$ cat config.mk
export PLATFORM = sky130hd
export DESIGN_NAME = ethernet_st_packet_arbiter
export DESIGN_NICKNAME = d
export VERILOG_FILES = /design/src/rtl/ethernet_st_packet_arbiter.sv
export SDC_FILE = /design/constraint.sdc
export NUM_CORES = 1
export LEC_CHECK = 0
export CAP_MARGIN = 20
export CORE_MARGIN = 1
export CORE_UTILIZATION = 46
export CTS_BUF_LIST = sky130_fd_sc_hd__clkbuf_8
export CTS_CLUSTER_SIZE = 12
export DETAILED_ROUTE_END_ITERATION = 8
export PLACE_DENSITY = 0.89
export REMOVE_ABC_BUFFERS = 1
export SETUP_SLACK_MARGIN = 0.2
export SYNTH_ARGS = -nofsm -noshare
export SYNTH_HDL_FRONTEND = slang
export SYNTH_SLANG_ARGS = --single-unit
export TNS_END_PERCENT = 10
$ cat constraint.sdc
create_clock -name clk -period 5.5 [get_ports clk]
set_input_delay 1.1 -clock clk [delete_from_list [all_inputs] [get_ports clk]]
set_output_delay 1.1 -clock clk [all_outputs]
set_load 0.02 [all_outputs]
$ cat src/rtl/ethernet_st_packet_arbiter.sv
// Packet-granular round-robin merge of NUM_IN Avalon-ST sources onto one TX stream.
// The grant is held from SOP to EOP, orphan beats are flushed while idle, and each port has statistics counters.
//
// state | meaning
// IDLE  | no packet in flight; flush orphan beats and pick the next SOP requester
// BUSY  | grant_id owns the output combinationally until its EOP beat transfers
module ethernet_st_packet_arbiter #(
  parameter int NUM_IN  = 2,
  parameter int DATA_W  = 32,
  parameter int ERR_W   = 6,
  parameter int EMPTY_W = 2,
  parameter int CNT_W   = 16,
  localparam int GNT_W  = (NUM_IN > 1) ? $clog2(NUM_IN) : 1
) (
  input  logic                       clk,
  input  logic                       reset,
  input  logic [NUM_IN-1:0]          in_valid,
  output logic [NUM_IN-1:0]          in_ready,
  input  logic [NUM_IN*DATA_W-1:0]   in_data,
  input  logic [NUM_IN*ERR_W-1:0]    in_error,
  input  logic [NUM_IN-1:0]          in_startofpacket,
  input  logic [NUM_IN-1:0]          in_endofpacket,
  input  logic [NUM_IN*EMPTY_W-1:0]  in_empty,
  input  logic                       out_ready,
  output logic                       out_valid,
  output logic [DATA_W-1:0]          out_data,
  output logic [ERR_W-1:0]           out_error,
  output logic                       out_startofpacket,
  output logic                       out_endofpacket,
  output logic [EMPTY_W-1:0]         out_empty,
  output logic [GNT_W-1:0]           grant_id,
  output logic                       busy,
  output logic [NUM_IN*CNT_W-1:0]    pkt_count,
  output logic [NUM_IN*CNT_W-1:0]    drop_count,
  input  logic                       clear_stats
);

  typedef enum logic {IDLE, BUSY} state_t;

  state_t            state_q, state_d;
  logic [GNT_W-1:0]  grant_d;
  logic [GNT_W-1:0]  cand;
  logic              found;
  logic [NUM_IN-1:0] req, orphan;
  logic              xfer_last;
  logic [CNT_W-1:0]  pkt_cnt  [NUM_IN];
  logic [CNT_W-1:0]  drop_cnt [NUM_IN];

  assign req       = in_valid & in_startofpacket;
  assign orphan    = in_valid & ~in_startofpacket;
  assign busy      = (state_q == BUSY);
  assign xfer_last = busy && in_valid[grant_id] && out_ready && in_endofpacket[grant_id];

  // Round-robin search starts one past the last winner, so the previous owner goes last.
  always_comb begin
    grant_d = grant_id;
    cand    = '0;
    found   = 1'b0;
    for (int k = 1; k <= NUM_IN; k++) begin
      cand = GNT_W'((int'(grant_id) + k) % NUM_IN);
      if (!found && req[cand]) begin
        found   = 1'b1;
        grant_d = cand;
      end
    end
  end

  always_comb begin
    state_d           = state_q;
    in_ready          = '0;
    out_valid         = 1'b0;
    out_data          = '0;
    out_error         = '0;
    out_startofpacket = 1'b0;
    out_endofpacket   = 1'b0;
    out_empty         = '0;
    case (state_q)
      IDLE: begin
        in_ready = orphan;
        if (found) state_d = BUSY;
      end
      BUSY: begin
        out_valid          = in_valid[grant_id];
        out_data           = in_data[int'(grant_id)*DATA_W +: DATA_W];
        out_error          = in_error[int'(grant_id)*ERR_W +: ERR_W];
        out_startofpacket  = in_startofpacket[grant_id];
        out_endofpacket    = in_endofpacket[grant_id];
        out_empty          = in_empty[int'(grant_id)*EMPTY_W +: EMPTY_W];
        in_ready[grant_id] = out_ready;
        if (xfer_last) state_d = IDLE;
      end
      default: state_d = IDLE;
    endcase
  end

  always_ff @(posedge clk) begin
    if (reset) begin
      state_q  <= IDLE;
      grant_id <= GNT_W'(NUM_IN - 1);
    end else begin
      state_q <= state_d;
      if (state_q == IDLE && found) grant_id <= grant_d;
    end
  end

  // clear_stats takes priority over a coincident increment.
  always_ff @(posedge clk) begin
    for (int i = 0; i < NUM_IN; i++) begin
      if (reset || clear_stats) begin
        pkt_cnt[i]  <= '0;
        drop_cnt[i] <= '0;
      end else begin
        if (xfer_last && int'(grant_id) == i) pkt_cnt[i] <= pkt_cnt[i] + CNT_W'(1);
        if (!busy && orphan[i]) drop_cnt[i] <= drop_cnt[i] + CNT_W'(1);
      end
    end
  end

  for (genvar gi = 0; gi < NUM_IN; gi++) begin : g_pack
    assign pkt_count[gi*CNT_W +: CNT_W]  = pkt_cnt[gi];
    assign drop_count[gi*CNT_W +: CNT_W] = drop_cnt[gi];
  end

endmodule
======== Word level (Yosys, flattened, before mapping) ========
Memories as Yosys holds them, arrays and structs flattened.
Cells that the tools add are included.
storage, ports and cells
  register bits ........................... 2
  memory bits (writable) .................. 64
  input port bits ......................... 90
  word-level logic and storage cells ...... 87
  memories kept ........................... 2
operators by class
  add/subtract/negate cells ............... 6
  $mul .................................... 1
  order comparisons ....................... 4
  shift operators ......................... 3
  multiplexer cells ....................... 44
  bitwise operators ....................... 10
  reductions and logical operators ........ 15
memories
  memory    words  width  rd ports  clocked after Yosys merged registers in  write ports  line  source
  drop_cnt  2      16     2         0                                        2            47    logic [CNT_W-1:0] drop_cnt [NUM_IN];
  pkt_cnt   2      16     2         0                                        2            46    logic [CNT_W-1:0] pkt_cnt [NUM_IN];
operator list
  operator                                                               number
  16-bit by 1-bit adder with 16-bit output (second input constant)       4
  16-bit 2-to-1 mux                                                      4
  64-bit by 7-bit variable part select with 32-bit output                1
  1-bit 2-to-1 mux                                                       34
  32-bit 2-to-1 mux                                                      1
  12-bit by 5-bit variable part select with 6-bit output                 1
  1-bit logical AND                                                      10
  2-bit AND                                                              3
  1-bit by 2-bit < comparator with 1-bit output (second input constant)  3
  6-bit 2-to-1 mux                                                       1
  1-bit OR                                                               4
  2-bit one-hot mux with 2 select lines                                  1
  4-bit by 3-bit variable part select with 2-bit output                  1
  1-bit by 2-bit multiplier with 3-bit output (second input constant)    1
  1-bit adder (second input constant)                                    2
  1-bit logical NOT                                                      2
  2-bit 2-to-1 mux                                                       1
  1-bit inverter                                                         2
  2-bit inverter                                                         1
  1-bit one-hot mux with 2 select lines                                  1
  2-bit AND reduction                                                    1
  2-bit nonzero test                                                     1
  1-bit demux with 1-bit select                                          1
  1-bit greater-or-equal comparator (second input constant)              1
  1-bit logical OR                                                       1

======== Longest topological paths before layout ========
  word-level depth ........................ 10
  gate-level depth with buffers ........... 6
  gate-level depth less buffers ........... 5

======== Worst setup path before layout ========
No wires, ideal clock.
  path kind ............................... input port to output port
  start ................................... input in_startofpacket[0]
  end ..................................... output in_ready[0]
  data arrival time ....................... 1.708 ns
  required time ........................... 4.400 ns
  slack ................................... 2.692 ns
  cell stages on the path ................. 2
  cells stage by stage .................... or3b_1 o21ai_0
between the ends
  word-level cells in the longest chain between the ends .. 3
ends and longest elaborated chain
  element                                line  source
  from (decl)                            21    input logic [NUM_IN-1:0] in_startofpacket,
  2-bit inverter                         50    assign orphan = in_valid & ~in_startofpacket;
  2-bit AND                              50
  2-bit one-hot mux with 2 select lines  77    case (state_q)
  to (decl)                              18    output logic [NUM_IN-1:0] in_ready,
No other way between the ends.

======== Final worst setup path ========
  start ................................... input in_valid[1]
  end ..................................... output in_ready[1]
between the ends
  word-level cells in the longest chain between the ends .. 2
ends and longest elaborated chain
  element                                line  source
  from (decl)                            17    input logic [NUM_IN-1:0] in_valid,
  2-bit AND                              50
  2-bit one-hot mux with 2 select lines  77
No other way between the ends.

==> impl_metrics.tcl <==
set metrics [dict create \
    drt-initial-drc-count 195 \
    dp_slack_ns 1.493 \
    worstHoldStart "pkt_cnt[1][0]" \
    drt_first_pass_iters 9 \
    grt_util_met2 0.4637 \
    grt_usage 0.2530 \
    ant_nets 0 \
    cp_num_buf_inv 2 \
    grt_pass1_wl_um 19070 \
    cts_tree "built" \
    holdWs_ns 0.6541 \
    antenna_cells 0 \
    num_vias 3946 \
    gp_congestion 0.8291 \
    relSlewSlack 0.4159 \
    drc 14 \
    port_buffers 200 \
    vdd_drop_max_v 0.0001011 \
    synth_cells 418 \
    crit_path_start_kind "primary input" \
    path_max_fanout 5 \
    ys_types 34 \
    max-clock-path-buffers 2 \
    place_area_sq_um 6280 \
    syn_avg_cell_area_sq_um 10.10 \
    grt-ovfl-total 0 \
    slew_viol_final 0 \
    period_needed_ns 4.001 \
    fin_setup_tns_ns 0 \
    p_int_uw 1011 \
    cts-root-buf "clkbuf_8" \
    reg2reg_from "busy" \
    crit_family "buffers and inverters" \
    hold_class "flop to flop" \
    clkTransAtPathRegs_ns 0.07 \
    grt_max_degree 53 \
    rows 34 \
    drive_gt1_frac 0.04045 \
    violations "DRC" \
    final_common_cell "clkdlybuf4s50_1" \
    crit_top_cell "clkdlybuf4s50_1" \
    finalPower_uw 1401 \
    end_kind "primary output" \
    syn_to_final_growth_pct 53.91 \
    p_comb_frac 0.232 \
    status "complete, but fails checks" \
    ys.warnings.count 0 \
    p_leak_uw 0.002433 \
    cp_slowest_cell "clkdlybuf4s50_1" \
    postCtsSetupBuffers 0 \
    design.die.area_sq_um 9565 \
    final_cell_mix "200 x clkdlybuf4s50_1, 64 x edfxtp_1, 59 x nor2_1" \
    grt_pass1_vias 3940 \
    arrival_ns 2.90 \
    synth-seq-cells 66 \
    max_freq_mhz 250.0 \
    use_met3 0.05583 \
    ctsResizeCount 0 \
    htreeDepth 3 \
    viasPerCell 5.435 \
    hold_viol_final 0 \
    critical_path_class "primary input to primary output" \
    io_pins 201 \
    mappedNetlistArea_sq_um 4222 \
    setup_ws_ns 1.499 \
    cts_buffers 9 \
    post-route-period-util 0.7274 \
    final_area_sq_um 6497 \
    die_h_um 97.80 \
    crit_chain "clkdlybuf4s50_1 > nor3b_1 > a31o_2 > clkdlybuf4s50_1" \
    initial_core_util 0.4794 \
    core_sq_um 8806 \
    hpwl_um 9034 \
    cp.required_ns 4.40 \
    p_sw_uw 390.0 \
    power.density_nw_per_um2 215.6 \
    crit_start "in_valid[1]" \
    holdBufCountCts 0 \
    p_seq_frac 0.439 \
    setup_viol 0 \
    wl_per_cell_um 16.49 \
    switching_share 0.2783 \
    clock_latency_ns 0.35 \
    use_met1 0.2743 \
    tightest_slew_ns 0.8761 \
    cts.sinks 66 \
    grt_setup_unrepaired "false" \
    ys_seq_area_frac 0.4647 \
    num-nets-final 707 \
    dieWidth_um 97.80 \
    slowest_delay_ns 0.61 \
    maxCapViolCount 0 \
    power_frac_clock 0.328 \
    antenna_found_initial 0 \
    routed_wl_um 11980 \
    top_usage_layer "met2" \
    skew_ns 0.01108 \
]
-- synthesized netlist by cell type --
master / n / area [sq um]
nor2b_1: 43 / 269.0
buf_2: 7 / 35.03
nor4bb_1: 1 / 10.01
nand3_1: 22 / 110.1
nor3_1: 10 / 50.05
buf_4: 2 / 15.01
xnor2_1: 28 / 245.2
and4_1: 2 / 17.52
mux2i_1: 43 / 430.4
a31o_2: 1 / 8.760
clkbuf_1: 8 / 30.03
or3b_1: 1 / 8.760
and3_1: 5 / 31.28
a221oi_1: 1 / 8.760
nand4_2: 3 / 37.54
nor4_1: 10 / 62.56
edfxtp_1: 64 / 1922
nand2b_1: 3 / 18.77
o21ai_0: 12 / 60.06
or3_1: 10 / 62.56
ha_1: 4 / 50.05
nor3b_1: 1 / 7.510
buf_6: 2 / 22.52
a311oi_1: 1 / 8.760
dfxtp_1: 2 / 40.04
and4_2: 1 / 10.01
nand4_1: 14 / 87.58
a21oi_1: 8 / 40.04
nand2_4: 1 / 11.26
inv_1: 9 / 33.78
nand2_1: 18 / 67.56
xor2_1: 20 / 175.2
nor2_1: 59 / 221.5
and2_1: 2 / 12.51
-- stage by stage --
stage	util	std cells
after floorplan	-	399
final	0.7379	726
after detailed placement	0.7131	710
after global routing	0.7379	726
after CTS	0.7379	726
after global placement	0.7131	710
-- metal layers --
metal | part of all wire | up-vias | wire [um]
met5 | 0 | - | 0
met4 | 0.036 | 0 | 427
met3 | 0.064 | 30 | 761
met2 | 0.53 | 167 | 6373
met1 | 0.37 | 1869 | 4412
li1 | - | 1880 | -
-- logic make-up (layout without fill, tap and decap cells) --
| logic type | count (synthesis) | count (layout) | synth area share |
|---|---|---|---|
| simple gates | 206 | 206 | 0.2596 |
| flops | 66 | 66 | 0.4647 |
| xor+xnor | 48 | 48 | 0.09959 |
| mux | 43 | 43 | 0.1020 |
| buf+inv | 28 | 228 | 0.03230 |
| compound gates | 23 | 23 | 0.02994 |
| fa+ha+maj | 4 | 4 | 0.01186 |
-- area by class of cell --
class	instances	area, sq um
fillers	631	2308
multi-input cells	324	2123
repair buffers	203	2024
flip-flops and latches	66	1963
well taps	108	135.1
clock buffers	9	123.9
clock inverters	7	93.84
inverters	9	33.78
-- power groups by stage --
stage	sequential (uW)	clock, uW	combinational, uW
floorplan	656	0	110
CTS	615	459	328
detailed placement	626	0	327
global route	620	481	344
global placement	624	0	322
finish	615	460	326
-- registers in the layout, summed over array words and instances, names as in the netlist --
name      cells
grant_id      1
busy          1
pkt_cnt      32
drop_cnt     32
-- path summary, 6_finish.rpt --
check                  end  slack (ns)  depth (start not counted)
max            in_ready[1]        1.50                          4
min          pkt_cnt[1][0]        0.65                          1
max reg2reg  pkt_cnt[0][7]        3.20                          4
min reg2reg  pkt_cnt[1][0]        0.65                          1
Note: power is estimated with default switching activity, not from simulation.
